--- src/rtl/eros_pwr_seq.sv ---
// Power sequencer: gates the hart clock after a configurable idle window, then runs a
// bank power-off or retention handshake; wake reverses the sequence. Outputs are registered Moore decodes of the state.
module eros_pwr_seq #(
  parameter int NHARTS  = 3,
  parameter int N_BANKS = 2,
  parameter int CNT_W   = 16
) (
  input  logic               clk_i,
  input  logic               rst_ni,
  input  logic [NHARTS-1:0]  sleep_i,
  input  logic               wake_i,
  input  logic               cfg_en_i,
  input  logic [CNT_W-1:0]   cfg_idle_cycles_i,
  input  logic               cfg_retentive_i,
  output logic               clk_en_o,
  output logic [N_BANKS-1:0] pwrgate_no,
  input  logic [N_BANKS-1:0] pwrgate_ack_ni,
  output logic [N_BANKS-1:0] set_retentive_no,
  output logic [2:0]         state_o,
  output logic               asleep_o
);

  typedef enum logic [2:0] {
    ST_ACTIVE   = 3'd0,
    ST_IDLE     = 3'd1,
    ST_GATE_CLK = 3'd2,
    ST_PD_WAIT  = 3'd3,
    ST_SLEEP    = 3'd4,
    ST_PU_WAIT  = 3'd5,
    ST_UNGATE   = 3'd6
  } state_e;

  state_e             state_q, state_d;
  logic [CNT_W-1:0]   cnt_q, cnt_d;
  logic               mode_q, mode_d;
  logic               wake_pend_q, wake_pend_d;
  logic               clk_en_q, clk_en_d;
  logic [N_BANKS-1:0] pwrgate_n_q, pwrgate_n_d;
  logic [N_BANKS-1:0] set_ret_n_q, set_ret_n_d;
  logic               asleep_q, asleep_d;

  logic all_asleep;
  assign all_asleep = &sleep_i;

  always_comb begin
    state_d     = state_q;
    cnt_d       = cnt_q;
    mode_d      = mode_q;
    wake_pend_d = wake_pend_q;
    case (state_q)
      ST_ACTIVE: begin
        if (cfg_en_i && all_asleep && !wake_i) begin
          state_d = ST_IDLE;
          cnt_d   = '0;
        end
      end
      ST_IDLE: begin
        // Any reason to stay awake beats idle-window expiry.
        if (wake_i || !cfg_en_i || !all_asleep) begin
          state_d = ST_ACTIVE;
        end else if (cnt_q == cfg_idle_cycles_i) begin
          state_d = ST_GATE_CLK;
        end else begin
          cnt_d = cnt_q + CNT_W'(1);
        end
      end
      ST_GATE_CLK: begin
        mode_d      = cfg_retentive_i;
        wake_pend_d = wake_pend_q | wake_i;
        state_d     = cfg_retentive_i ? ST_SLEEP : ST_PD_WAIT;
      end
      ST_PD_WAIT: begin
        // A wake here is remembered; the power-off handshake always completes first.
        wake_pend_d = wake_pend_q | wake_i;
        if (pwrgate_ack_ni == '0) begin
          state_d = ST_SLEEP;
        end
      end
      ST_SLEEP: begin
        if (wake_i || wake_pend_q) begin
          wake_pend_d = 1'b0;
          state_d     = mode_q ? ST_UNGATE : ST_PU_WAIT;
        end
      end
      ST_PU_WAIT: begin
        if (&pwrgate_ack_ni) begin
          state_d = ST_UNGATE;
        end
      end
      ST_UNGATE: state_d = ST_ACTIVE;
      default:   state_d = ST_ACTIVE;
    endcase
  end

  // Output flops decode the next state so they line up with state_q.
  always_comb begin
    clk_en_d    = (state_d == ST_ACTIVE) || (state_d == ST_IDLE);
    pwrgate_n_d = '1;
    set_ret_n_d = '1;
    if (((state_d == ST_PD_WAIT) || (state_d == ST_SLEEP)) && !mode_d) begin
      pwrgate_n_d = '0;
    end
    if ((state_d == ST_SLEEP) && mode_d) begin
      set_ret_n_d = '0;
    end
    asleep_d = (state_d == ST_SLEEP);
  end

  always_ff @(posedge clk_i) begin
    if (!rst_ni) begin
      state_q     <= ST_ACTIVE;
      cnt_q       <= '0;
      mode_q      <= 1'b0;
      wake_pend_q <= 1'b0;
      clk_en_q    <= 1'b1;
      pwrgate_n_q <= '1;
      set_ret_n_q <= '1;
      asleep_q    <= 1'b0;
    end else begin
      state_q     <= state_d;
      cnt_q       <= cnt_d;
      mode_q      <= mode_d;
      wake_pend_q <= wake_pend_d;
      clk_en_q    <= clk_en_d;
      pwrgate_n_q <= pwrgate_n_d;
      set_ret_n_q <= set_ret_n_d;
      asleep_q    <= asleep_d;
    end
  end

  assign clk_en_o         = clk_en_q;
  assign pwrgate_no       = pwrgate_n_q;
  assign set_retentive_no = set_ret_n_q;
  assign state_o          = state_q;
  assign asleep_o         = asleep_q;

endmodule

--- config.mk ---
export PLATFORM = sky130hd
export DESIGN_NAME = eros_pwr_seq
export DESIGN_NICKNAME = d
export VERILOG_FILES = /design/src/rtl/eros_pwr_seq.sv
export SDC_FILE = /design/constraint.sdc
export NUM_CORES = 1
export LEC_CHECK = 0
export ABC_CLOCK_PERIOD_IN_PS = 2680
export CORE_MARGIN = 1
export CORE_UTILIZATION = 45
export DETAILED_ROUTE_END_ITERATION = 6
export GPL_TIMING_DRIVEN = 1
export PLACE_DENSITY = 0.83
export SYNTH_ARGS = -nofsm -noshare
export SYNTH_HDL_FRONTEND = slang
export SYNTH_SLANG_ARGS = --single-unit
--- constraint.sdc ---
create_clock -name clk_i -period 2.68 [get_ports clk_i]
set_input_delay 0.402 -clock clk_i [delete_from_list [all_inputs] [get_ports clk_i]]
set_output_delay 0.402 -clock clk_i [all_outputs]
set_load 0.1 [all_outputs]
======== Yosys cells after proc, flatten, opt, wreduce, memory -nomap -nowiden ========
Index checks and enable logic that the tools add are counted.
word-level totals
  bits in registers ....................... 27
  output and inout port bits .............. 9
cells by class
  add/sub/neg operators ................... 1
  equality and inequality tests ........... 13
  muxes and demuxes ....................... 18
  bitwise gates (word level) .............. 1
  reductions and logical operators ........ 23
operator list
  kind                                                              number
  16-bit 2-to-1 mux                                                 3
  16-bit one-hot mux with 2 select lines                            1
  3-bit 2-to-1 mux                                                  7
  3-bit one-hot mux with 6 select lines                             1
  16-bit by 1-bit adder with 16-bit output (second input constant)  1
  16-bit == test                                                    1
  3-bit by 2-bit == test with 1-bit output (second input constant)  3
  3-bit == test (second input constant)                             3
  2-bit != test (second input constant)                             4
  3-bit by 1-bit == test with 1-bit output (second input constant)  2
  3-bit logical NOT                                                 2
  2-bit 2-to-1 mux                                                  3
  1-bit logical OR                                                  5
  1-bit logical AND                                                 4
  1-bit logical NOT                                                 4
  2-bit AND reduction                                               2
  4-bit AND reduction                                               1
  2-bit nonzero test                                                2
  3-bit AND reduction                                               1
  2-bit logical NOT                                                 1
  1-bit 2-to-1 mux                                                  2
  1-bit one-hot mux with 2 select lines                             1
  2-bit OR reduction                                                1
  1-bit OR                                                          1

======== Logic depth before layout (Yosys ltp) ========
Gate-level depths: netlist of the first run.
  word-level depth ........................ 9
  mapped depth ............................ 9

======== Least setup slack after synthesis of the first run ========
OpenSTA, ideal clock, no wires.
  path kind ............................... reg2reg
  from .................................... reg state_q[0], in the netlist state_o[0]
  to ...................................... reg cnt_q[15]
  setup time .............................. 67 ps
  data arrival time ....................... 2378 ps
  path slack .............................. 234 ps
  cell stages (with the launch flop) ...... 8
  path buffers ............................ 2
  clock period less this slack ............ 2446 ps
  cells stage by stage .................... dfxtp_1 > nand2_1 > or4_1 > buf_2 > o21a_4 > buf_6 > a31o_1 > a21oi_2
on the way
  cells in the longest elaborated chain, start to end .. 3
  elaborated cells between the ends (all ways) .. 8
ends and longest elaborated chain
  item                                                                                  RTL line  source
  start: declaration                                                                    33        state_e state_q, state_d;
  start signal: assignment                                                              120       state_q <= state_d;
  3-bit by 1-bit == test with 1-bit output / 3-bit logical NOT (equally long branches)  50        case (state_q)
  2-bit != test (no source line) / 2-bit nonzero test (equally long branches)           n/a
  4-bit AND reduction (no source line)                                                  n/a
  end signal: assignment                                                                121       cnt_q <= cnt_d;
  end: declaration                                                                      34        logic [CNT_W-1:0] cnt_q, cnt_d;
Parallel ways exist; a longest one is shown, timed or not.
A chain may end at the register's enable or synchronous reset.

======== Final worst setup path of the first run ========
  from .................................... in cfg_idle_cycles_i[15]
  to ...................................... reg cnt_q[9]
on the way
  cells in the longest elaborated chain, start to end .. 3
ends and longest elaborated chain
  item                                  RTL line  source
  start: declaration                    13        input logic [CNT_W-1:0] cfg_idle_cycles_i,
  16-bit == test                        61        end else if (cnt_q == cfg_idle_cycles_i) begin
  2-bit != test (no source line)        n/a
  4-bit AND reduction (no source line)  n/a
Every way passes these cells.

==> flow_results.org, run 1 <==
** Layout
- The repair_antennas step left the layout with diodes totalling 0.
- Layout Cells excl Fill :: 254
- Nets@finish :: 238
- In the final layout, the multi-input gates occupy 898 um2.
- The post-route netlist has 11.9% of its cells at a drive strength greater than 1.
- Fin util :: 59.6%
- Storage element area :: 500 um2
- Layout overhead on the synthesized area :: 24.1%
- Fill cell count :: 293

** Synth
- Number of cells produced by synthesis :: 178
- Share of flip-flops with an asynchronous set or reset :: 0%
- After synthesis the cells add up to 1490 um2.
- Count leader, synth :: sky130_fd_sc_hd__dfxtp_1
- Top FF cell, synth :: sky130_fd_sc_hd__dfxtp_1
- sky130_fd_sc_hd__dfxtp_1 takes more of the synthesized area than any other cell.
- Seq cells post-synth :: 25
- For this run, the register share of the synthesized area comes to 33.6%.
- Number of unique standard cell types used by synthesis :: 43
- Averaged over all synthesized cells, the footprint is 8.38 um2.
- Yosys mapped a number of flops with a built-in enable equal to 0.
- During synthesis, Yosys emitted a total of 0 warnings.
- Ranked by total cell area, the synthesized netlist is headed by sky130_fd_sc_hd__dfxtp_1, sky130_fd_sc_hd__xnor2_1, sky130_fd_sc_hd__nand4_1.
- The number of nets handed over by synthesis was 205.
- After synthesis, the most frequently instantiated cells are sky130_fd_sc_hd__dfxtp_1, sky130_fd_sc_hd__nand2_1, sky130_fd_sc_hd__xnor2_1.
- Summed over its instances, the top area cell type makes up 33.6% of the synthesized netlist area.

** Flow run
- Max-cap violations in this run came to 0.

** Clocking
- For the worst-skew pair, the clock arrives at the later sink with an insertion delay of 0.32 ns.
- In this run the number of H-tree levels came out at 1.
- Hold-fix buffer count after cts :: 0
- Buffer levels on the longest clock path :: 2
- PostCTS Resize Cnt :: 0
- In this run the post-CTS setup repair buffer count came out at 0.
- TritonCTS built the clock tree.
- CTS sink cnt :: 25
- Clk root buf :: sky130_fd_sc_hd__clkbuf_4
- TritonCTS created 3 clock buffers.
- After clock tree synthesis, the clock-pin slew on the worst setup and hold paths is 0.14 ns.

** Min path
- The path with the worst hold slack has its endpoint at cnt_q[13].
- Hold Startpoint :: cnt_q[13]
- Hold depth :: 2
- The tightest min-delay check is of the reg -> reg type.

** STA
- Ratio of final minimum period to clock period :: 85.9%
- Skew final :: 0.00896 ns
- The final hold violation count was 0.
- Setup repair after global routing left no endpoint under its margin.
- For the pin with the worst max-slew slack, the measured transition is 0.777 ns.
- # setup viols final :: 0
- Static timing analysis puts the maximum clock frequency at 434 MHz.
- TNS Setup :: 0 ns
- Measured against its own limit, the worst slew margin works out to 47.7%.
- Max-slew violations :: 0
- After layout, the minimum clock period comes to 2.30 ns.

** Setup path
- Setup slack on the worst reg-to-reg path comes out at 0.39 ns.
- Nature of the critical path endpoint :: flip-flop
- At the worst endpoint, the arrival time is 2.56 ns.
- The worst setup path is launched from an input pin.
- Worst endpoint required time :: 2.94 ns
- In this run the critical register-to-register path is captured at cnt_q[9].
- In this run the critical register-to-register path is launched from cnt_q[3].
- Counting cells, the worst reg-to-reg path comes to 7.
- Of all nets on the critical path, the largest fanout is 12.
- Startpoint-to-endpoint class of the critical path :: in -> reg

** Pwr
- Power Dens Cells :: 338 nW/um2
- Summed over all cells, the static leakage comes to 0.610 nW.
- Net switching is 23.6% of the power.
- Across the VDD grid, the largest voltage drop is 0.256 mV.
- Cell internal power dissipation :: 0.478 mW
- Part of the total power dissipated in the clock network :: 27.6%
- Relative contribution of sequential cells to total power :: 59.4%
- The analysis attributes to net switching a power of 0.147 mW.
- Share of power burned in combinational logic :: 13.0%

** Floorplanning
- The region available for standard cell placement spans 3100 um2.
- Measured along the y axis, the die boundary spans 59.6 um.
- The floorplan step set the die width to 59.6 um.
- The initial utilization of the core area, before any placement, comes to 48.1%.
- Number of rows created at floorplan :: 20
- Pin placement for this block handled 35 I/O pins.
- The die covers 3550 um2.

** Drt
- The final route contains 1373 vias.
- Before antenna repair, the detailed router went through 4 iterations.
- The final layout contains routed wiring with a total length of 3.38 mm.
- In the final routed layout, each cell accounts on average for 13.3 um.
- Initial drt markers :: 72
- Vias per std cell :: 5.41
- After detailed routing, the number of remaining DRC violations is 0.
- In this run the remaining antenna-violating nets after routing total 0.

** Run status
- Result of the run :: completed

** Placed design
- Placed wire-length estimate :: 2.65 mm
- Dpl cells :: 250
- Gpl congestion :: 0.872
- During placement, the flow inserted port buffers numbering 34.

** Global routing
- Summed over all layers, the global routing overflow is 0.
- Antenna violations before repair :: 0
- Entering global routing, the biggest net connects 16 pins.
- The first global-routing pass estimated 5.61 mm of wire.
- Total global-route track usage :: 21.0%
- Via count of the first global-routing pass :: 1293
-- worst max-delay path by stage --
stage	startpoint	end	slack, ns	depth (start not counted)
after detailed placement	cfg_idle_cycles_i[15]	cnt_q[9]	0.07	8
after global placement	cfg_idle_cycles_i[15]	cnt_q[5]	0.12	8
after CTS	cfg_idle_cycles_i[15]	cnt_q[9]	0.39	8
after global routing	cfg_idle_cycles_i[15]	cnt_q[1]	0.26	8
final	cfg_idle_cycles_i[15]	cnt_q[9]	0.38	8
after floorplan	state_o[0]	cnt_q[15]	0.23	7
-- power by group through the flow --
stage / clock [mW] / sequential [mW] / combinational (mW)
2_1_floorplan: 0 / 0.381 / 0.0293
3_3_place_gp: 0 / 0.380 / 0.0798
3_5_place_dp: 0 / 0.380 / 0.0806
4_1_cts: 0.172 / 0.372 / 0.0811
5_1_grt: 0.188 / 0.372 / 0.0871
6_report: 0.172 / 0.372 / 0.0813
-- cell families (layout without fill, tap and decap cells) --
logic type      Yosys count  count (layout)  share of synthesized area [%]
buf+inv                  16              48                           6.21
fa+ha+maj                 1               1                          0.839
simple gates             74              74                           26.7
mux                       3               3                           2.01
xor+xnor                 21              21                           13.3
flops                    25              25                           33.6
compound gates           38              38                           17.4
-- stage by stage --
step           setup WS (ns)  total power [mW]  area (um2)  hold slack (ns)
6_report               0.377             0.626        1850            0.516
5_1_grt                0.264             0.648        1850            0.562
4_1_cts                0.386             0.625        1850            0.518
3_5_place_dp          0.0723             0.461        1820            0.498
3_3_place_gp           0.123             0.460        1820            0.485
2_1_floorplan          0.234             0.411        1490            0.467
-- flip-flops by register name (all words and copies together), names as in the netlist --
signal	cells
pwrgate_no	1
state_o	3
clk_en_o	1
cnt_q	16
wake_pend_q	1
set_retentive_no	1
asleep_o	1
mode_q	1
-- layout make-up --
class,count,share of cell area [%]
sequential,25,27.0
multi-input combinational,137,48.5
tap,44,2.97
timing repair buffer,38,18.8
clock buffer,4,1.42
inverter,6,1.22
-- metal layers --
layer  global-route usage (%)  share of wire (%)
met2                     32.7                 46
met5                        0                  0
met1                     28.8                 49
met4                     7.31                2.0
met3                     4.37                3.8
-- worst max-delay path, stage by stage --
cell	delay [ns]
sky130_fd_sc_hd__clkdlybuf4s50_1	0.42
sky130_fd_sc_hd__xnor2_1	0.25
sky130_fd_sc_hd__nand4_1	0.13
sky130_fd_sc_hd__or4_1	0.57
sky130_fd_sc_hd__buf_4	0.18
sky130_fd_sc_hd__o21a_4	0.24
sky130_fd_sc_hd__a31o_2	0.24
sky130_fd_sc_hd__a21oi_1	0.12
-- layout by cell type, fill, tap and decap left out, types with 2 or more instances in the layout --
cell type                          n
sky130_fd_sc_hd__a21oi_1           9
sky130_fd_sc_hd__a31o_2            3
sky130_fd_sc_hd__and2_1            4
sky130_fd_sc_hd__and3_1            2
sky130_fd_sc_hd__and4_1            3
sky130_fd_sc_hd__buf_4            13
sky130_fd_sc_hd__clkbuf_4          3
sky130_fd_sc_hd__clkdlybuf4s50_1  25
sky130_fd_sc_hd__dfxtp_1          25
sky130_fd_sc_hd__inv_1             6
sky130_fd_sc_hd__mux2i_1           3
sky130_fd_sc_hd__nand2_1          15
sky130_fd_sc_hd__nand2b_1          2
sky130_fd_sc_hd__nand3_1           7
sky130_fd_sc_hd__nand4_1          13
sky130_fd_sc_hd__nor2_1           14
sky130_fd_sc_hd__nor2b_1           4
sky130_fd_sc_hd__nor4_1            3
sky130_fd_sc_hd__o211ai_1          5
sky130_fd_sc_hd__o21a_1            3
sky130_fd_sc_hd__o21ai_0           7
sky130_fd_sc_hd__o31ai_1           2
sky130_fd_sc_hd__xnor2_1          15
sky130_fd_sc_hd__xnor2_2           2
sky130_fd_sc_hd__xor2_1            4
Note: power is estimated with default switching activity, not from simulation.
==> inputs of run 2 (changes only) <==
--- a/config.mk
+++ b/config.mk
@@ -10,6 +10,7 @@
 export CORE_UTILIZATION = 45
 export DETAILED_ROUTE_END_ITERATION = 6
 export GPL_TIMING_DRIVEN = 1
+export HOLD_SLACK_MARGIN = 0.06
 export PLACE_DENSITY = 0.83
 export SYNTH_ARGS = -nofsm -noshare
 export SYNTH_HDL_FRONTEND = slang
==> results of run 2 <==
The final DEF is identical to that of run 1; final timing and power are the same.
==> RTL change 1, RTL diff (settings of run 1) <==
Add an input register stage for `cfg_en_i`, `cfg_idle_cycles_i` and `cfg_retentive_i`, without a reset; this delays them by one clock. The other inputs are not delayed to match.
--- a/src/rtl/eros_pwr_seq.sv
+++ b/src/rtl/eros_pwr_seq.sv
@@ -30,6 +30,16 @@
     ST_UNGATE   = 3'd6
   } state_e;
 
+  logic cfg_en_q;
+  logic [CNT_W-1:0] cfg_idle_cycles_q;
+  logic cfg_retentive_q;
+
+  always_ff @(posedge clk_i) begin
+    cfg_en_q          <= cfg_en_i;
+    cfg_idle_cycles_q <= cfg_idle_cycles_i;
+    cfg_retentive_q   <= cfg_retentive_i;
+  end
+
   state_e             state_q, state_d;
   logic [CNT_W-1:0]   cnt_q, cnt_d;
   logic               mode_q, mode_d;
@@ -49,25 +59,25 @@
     wake_pend_d = wake_pend_q;
     case (state_q)
       ST_ACTIVE: begin
-        if (cfg_en_i && all_asleep && !wake_i) begin
+        if (cfg_en_q && all_asleep && !wake_i) begin
           state_d = ST_IDLE;
           cnt_d   = '0;
         end
       end
       ST_IDLE: begin
         // Any reason to stay awake beats idle-window expiry.
-        if (wake_i || !cfg_en_i || !all_asleep) begin
+        if (wake_i || !cfg_en_q || !all_asleep) begin
           state_d = ST_ACTIVE;
-        end else if (cnt_q == cfg_idle_cycles_i) begin
+        end else if (cnt_q == cfg_idle_cycles_q) begin
           state_d = ST_GATE_CLK;
         end else begin
           cnt_d = cnt_q + CNT_W'(1);
         end
       end
       ST_GATE_CLK: begin
-        mode_d      = cfg_retentive_i;
+        mode_d      = cfg_retentive_q;
         wake_pend_d = wake_pend_q | wake_i;
-        state_d     = cfg_retentive_i ? ST_SLEEP : ST_PD_WAIT;
+        state_d     = cfg_retentive_q ? ST_SLEEP : ST_PD_WAIT;
       end
       ST_PD_WAIT: begin
         // A wake here is remembered; the power-off handshake always completes first.
Check against the original RTL: not equivalent (Yosys sat finds a counterexample within 4 cycles, from zero or initial values and one cycle with rst_ni low).
==> RTL change 1 against run 1 <==
  * Maximum frequency fell by 6.6%
  * Clock power rose by 130%
  * Synthesized area is 24% higher
  * Power grew 82%
  * Setup slack got worse by 0.16 ns
  * Wire length up 7.9%
  * Global-route usage fell by 1.6 points
  * Utilization up 1.5 points
  * Sequential cell count up 18
  * Clock skew is 0.00074 ns higher
  * Synthesized cell count rose by 7.3%
  * Sequential share of layout area grew 10 points
  * Final cell count up 11%
  * Design area increased by 25%
  * Critical path type is now reg2reg
  * Largest cell class unchanged
  * Highest routed layer unchanged
==> RTL change 1: results (changes against run 1) <==
- The power of the sequential group came to 0.000661 W (+78%).
- The met2 demand-to-capacity share in global routing came to 0.292 (-0.0354).
- The number of distinct library cell variants in the gate-level netlist after synthesis is 38 (-12%).
- The area taken by multi-input logic gates came to 923 um2 (+2.8%).
- The wire length of the first global-routing pass is 6.32 mm (+13%).
- The peak supply drop is 288 uV (+12%).
- The global routing usage on met3 is 0.0655 (+0.0218).
- The share of synthesized area spent on multiplexers is 0.0162 (-0.00394).
- The fraction of standard cell area in multi-input logic came to 0.398 (-0.0876).
- The number of levels the H-tree was split into is 2 (+1).
- The clock slew seen by the registers of the worst setup and hold paths came to 0.08 ns (-0.06 ns).
- The half-perimeter wire length after detailed placement is 2.76 mm (+4.3%).
- The flow ran to the end, and the final reports show no timing, DRC or antenna violations.
- The clock buffer instance count of the final layout is 6 (+2).
- The post-route clock skew was 0.00971 ns (+0.000744 ns).
- The share of the synthesized area in compound gates (AO/OA/AOI/OAI) is 0.154 (-0.0198).
- The net total in the final layout is 260 (+9.2%).
- The maximum number of pins on one net before global-route repair is 18 (+2).
- By count the netlist is led by dfxtp_1, nand3_1, xnor2_1.
- The final standard cell count with taps included and fillers excluded is 281 (+11%).
- The global-route usage over all layers is 0.194 (-0.0165).
- The TritonCTS sink count is 43 (+72%).
- The setup slack at placement is 0.0560 ns (-0.0162 ns).
- The final-layout clock-cell area share is 0.0377 (+0.0235).
- The largest incremental delay on the critical path is 0.51 ns (-0.06 ns).
- The routed wire length per instance is 13.0 um (-2.5%).
- The multi-input gate count was 139 (+1.5%).
- The total number of vias is 1541 (+12%).
- The routed wire length on met2 is 1.65 mm (+6.9%).
- The clock latency reported for the late side of the worst-skew pair came to 0.29 ns (-0.03 ns).
- The largest driver fanout on the critical path is 17 (+5).
- The global placement routability congestion is 0.899 (+3.1%).
- The total nets after synthesis is 218 (+6.3%).
- The combinational-cell power consumption is 0.0000766 W (-5.8%).
- The share of final-layout standard cells stronger than drive strength 1 is 0.206 (+0.0870).
- The share of total power consumed by net switching was 0.204 (-0.0312).
- The final-layout non-clock buffer area share is 0.166 (-0.0219).
- The tree is rooted in a clkbuf_8.
- The post-synthesis share of cell area spent on xor and xnor gates is 0.0803 (-0.0531).
- The number of placed cells counting well taps is 274 (+9.6%).
- The number of buffers inserted during clock tree synthesis is 5 (+2).
- The leakage power of the design is 0.803 nW (+32%).
- The non-clock inverter total of the final layout is 1 (-5).
- The area of all sequential standard cells came to 861 um2 (+72%).
- By area the synthesized netlist is led by dfxtp_1, xnor2_1, nand3_1.
- The iteration-0 DRC count of the detailed router is 78 (+8.3%).
- The net switching power of the design is 0.000232 W (+58%).
- The layout buffer count excluding clock buffers is 43 (+13%).
- The master of the slowest instance on the critical path is or4b_1.
[RTL change 1: cell count changes in the layout (fill, tap and decap cells not counted), moves of 5 or more]
cell	before	now
or4_2	0	8
o31ai_1	2	7
clkbuf_8	0	6
nand3_1	7	14
inv_1	6	1
buf_4	13	18
nor2_1	14	9
dfxtp_1	25	43
[RTL change 1: logic make-up (layout without fill, tap and decap cells)]
| group | Yosys count | count (layout) |
|---|---|---|
| buffers and inverters | 9 | 51 |
| adder cells (fa/ha/maj) | 1 | 1 |
| XOR/XNOR | 17 | 17 |
| multiplexers | 3 | 3 |
| flip-flops | 43 | 43 |
| AND/OR/NAND/NOR | 76 | 76 |
| AO/OA/AOI/OAI | 42 | 42 |
[RTL change 1: path summary, 6_finish.rpt]
path	from	end	cells past startpoint	slack (ns)
setup reg to reg	cnt_q[7]	cnt_q[0]	7	0.21
hold reg to reg	cnt_q[15]	cnt_q[15]	2	0.51
setup / recovery	cnt_q[7]	cnt_q[0]	7	0.21
hold / removal	cnt_q[15]	cnt_q[15]	2	0.51
==> RTL change 2, RTL diff (flow settings as in run 1) <==
Made on the original files. Set the parameter `NHARTS` to 2 (it was 3).
--- a/src/rtl/eros_pwr_seq.sv
+++ b/src/rtl/eros_pwr_seq.sv
@@ -1,7 +1,7 @@
 // Power sequencer: gates the hart clock after a configurable idle window, then runs a
 // bank power-off or retention handshake; wake reverses the sequence. Outputs are registered Moore decodes of the state.
 module eros_pwr_seq #(
-  parameter int NHARTS  = 3,
+  parameter int NHARTS  = 2,
   parameter int N_BANKS = 2,
   parameter int CNT_W   = 16
 ) (
Ports: changed (resized sleep_i); port bits go from 35 to 34. No check against the original RTL was run, so the function may have changed too.
==> RTL change 2 against run 1 <==
  * Design area is 0.14% higher
  * First-iteration DRC count is 44% lower
  * Power is 1.2% lower
  * Synthesized area is 0.59% higher
  * Wire length is 2.4% lower
  * Register-to-register slack better by 0.35 ns
  * Sequential cell count stayed put
  * Setup slack better by 0.20 ns
==> RTL change 2: results (changes against run 1) <==
- The worst setup path endpoint is cnt_q[8].
- The run finished with clean final reports.
- The number of placed cells counting well taps is 247 (-1.2%).
- The routed wire length per instance is 13.1 um (-1.3%).
- The worst setup path startpoint is wake_i.
- The endpoint of the worst hold-timing path is cnt_q[15].
- The number of fill cells in the layout came to 300 (+2.4%).
- The largest incremental delay on the critical path was 0.54 ns (-0.03 ns).
- The maximum number of pins on one net before global-route repair is 26 (+10).
- The synthesized netlist cell count is 175 (-1.7%).
- The total nets after synthesis was 201 (-2.0%).
- The share of final-layout standard cells stronger than drive strength 1 is 0.135 (+0.0162).
- The sum of routed wire segments on met1 is 1.55 mm (-5.4%).
- The worst endpoint data arrival time is 2.36 ns (-0.20 ns).
- The cell depth of the worst flop-to-flop path is 5 (-2).
- The global placement routability congestion is 0.825 (-5.3%).
- The met3 wire length is 170 um (+33%).
- The routed wire length on met2 came to 1.56 mm (+1.5%).
- The largest driver fanout on the critical path was 10 (-2).
- The global routing usage on met1 is 0.268 (-0.0201).
- The net total in the final layout was 234 (-1.7%).
- The global-route usage over all layers is 0.199 (-0.0114).
- The count of input and output buffers is 33 (-2.9%).
- The leakage power of the design was 0.650 nW (+6.6%).
- The met2 demand-to-capacity share in global routing is 0.335 (+0.00747).
- The slew of the pin with the lowest slew margin is 0.451 ns (-0.326 ns).
- The share of the yosys chip area belonging to registers was 0.334 (-0.00196).
- Sorting the synthesized cells by how often they occur yields dfxtp_1, a21oi_1, nand2_1.
- The number of global-route vias before repair is 1245 (-3.7%).
- The global routing usage on met3 is 0.0325 (-0.0112).
[RTL change 2: cell count changes after synthesis, sizes merged, moves of 5 or more]
cell / run 1 / this run
a21oi: 10 / 19
nand4: 13 / 8
or4: 1 / 8
xnor2: 17 / 12
[RTL change 2: worst max-delay path, delay by kind of cell]
| kind | cells | cell delay [ns] |
|---|---|---|
| AND/OR/NAND/NOR | 4 | 1.34 |
| AO/OA/AOI/OAI | 1 | 0.17 |
| buffers and inverters | 1 | 0.44 |
[RTL change 2: cell families after synthesis]
group | count (synthesis) | share of synthesized area
DFF | 25 | 0.334
adders and majority gates | 1 | 0.00834
AOI/OAI and AO/OA | 44 | 0.177
and+or+nand+nor | 73 | 0.308
xor gates and xnor gates | 17 | 0.0992
buffers and inverters | 11 | 0.0467
muxes | 4 | 0.0275
[RTL change 2: area by class of cell]
cell class / instances / area [um2] / share of cell area
multi-input combinational: 139 / 930 / 0.502
tap: 44 / 55.1 / 0.0297
clock buffer: 4 / 26.3 / 0.0142
timing repair buffer: 36 / 330 / 0.178
inverter: 3 / 11.3 / 0.00608
sequential: 25 / 500 / 0.270
[RTL change 2: stage by stage]
stage | total power (W) | worst slack (ns) | area [um2] | hold slack (ns)
after floorplan | 0.000408 | 0.411 | 1500 | 0.464
after global placement | 0.000454 | 0.355 | 1830 | 0.483
after detailed placement | 0.000455 | 0.260 | 1830 | 0.490
after CTS | 0.000620 | 0.590 | 1850 | 0.508
after global routing | 0.000641 | 0.492 | 1850 | 0.528
final | 0.000618 | 0.577 | 1850 | 0.511
[RTL change 2: power breakdown]
group,internal (W),switching [W],leakage [nW]
sequential,0.000372,0.000000992,0.201
combinational,0.0000442,0.0000296,0.433
clock,0.0000582,0.000113,0.0150
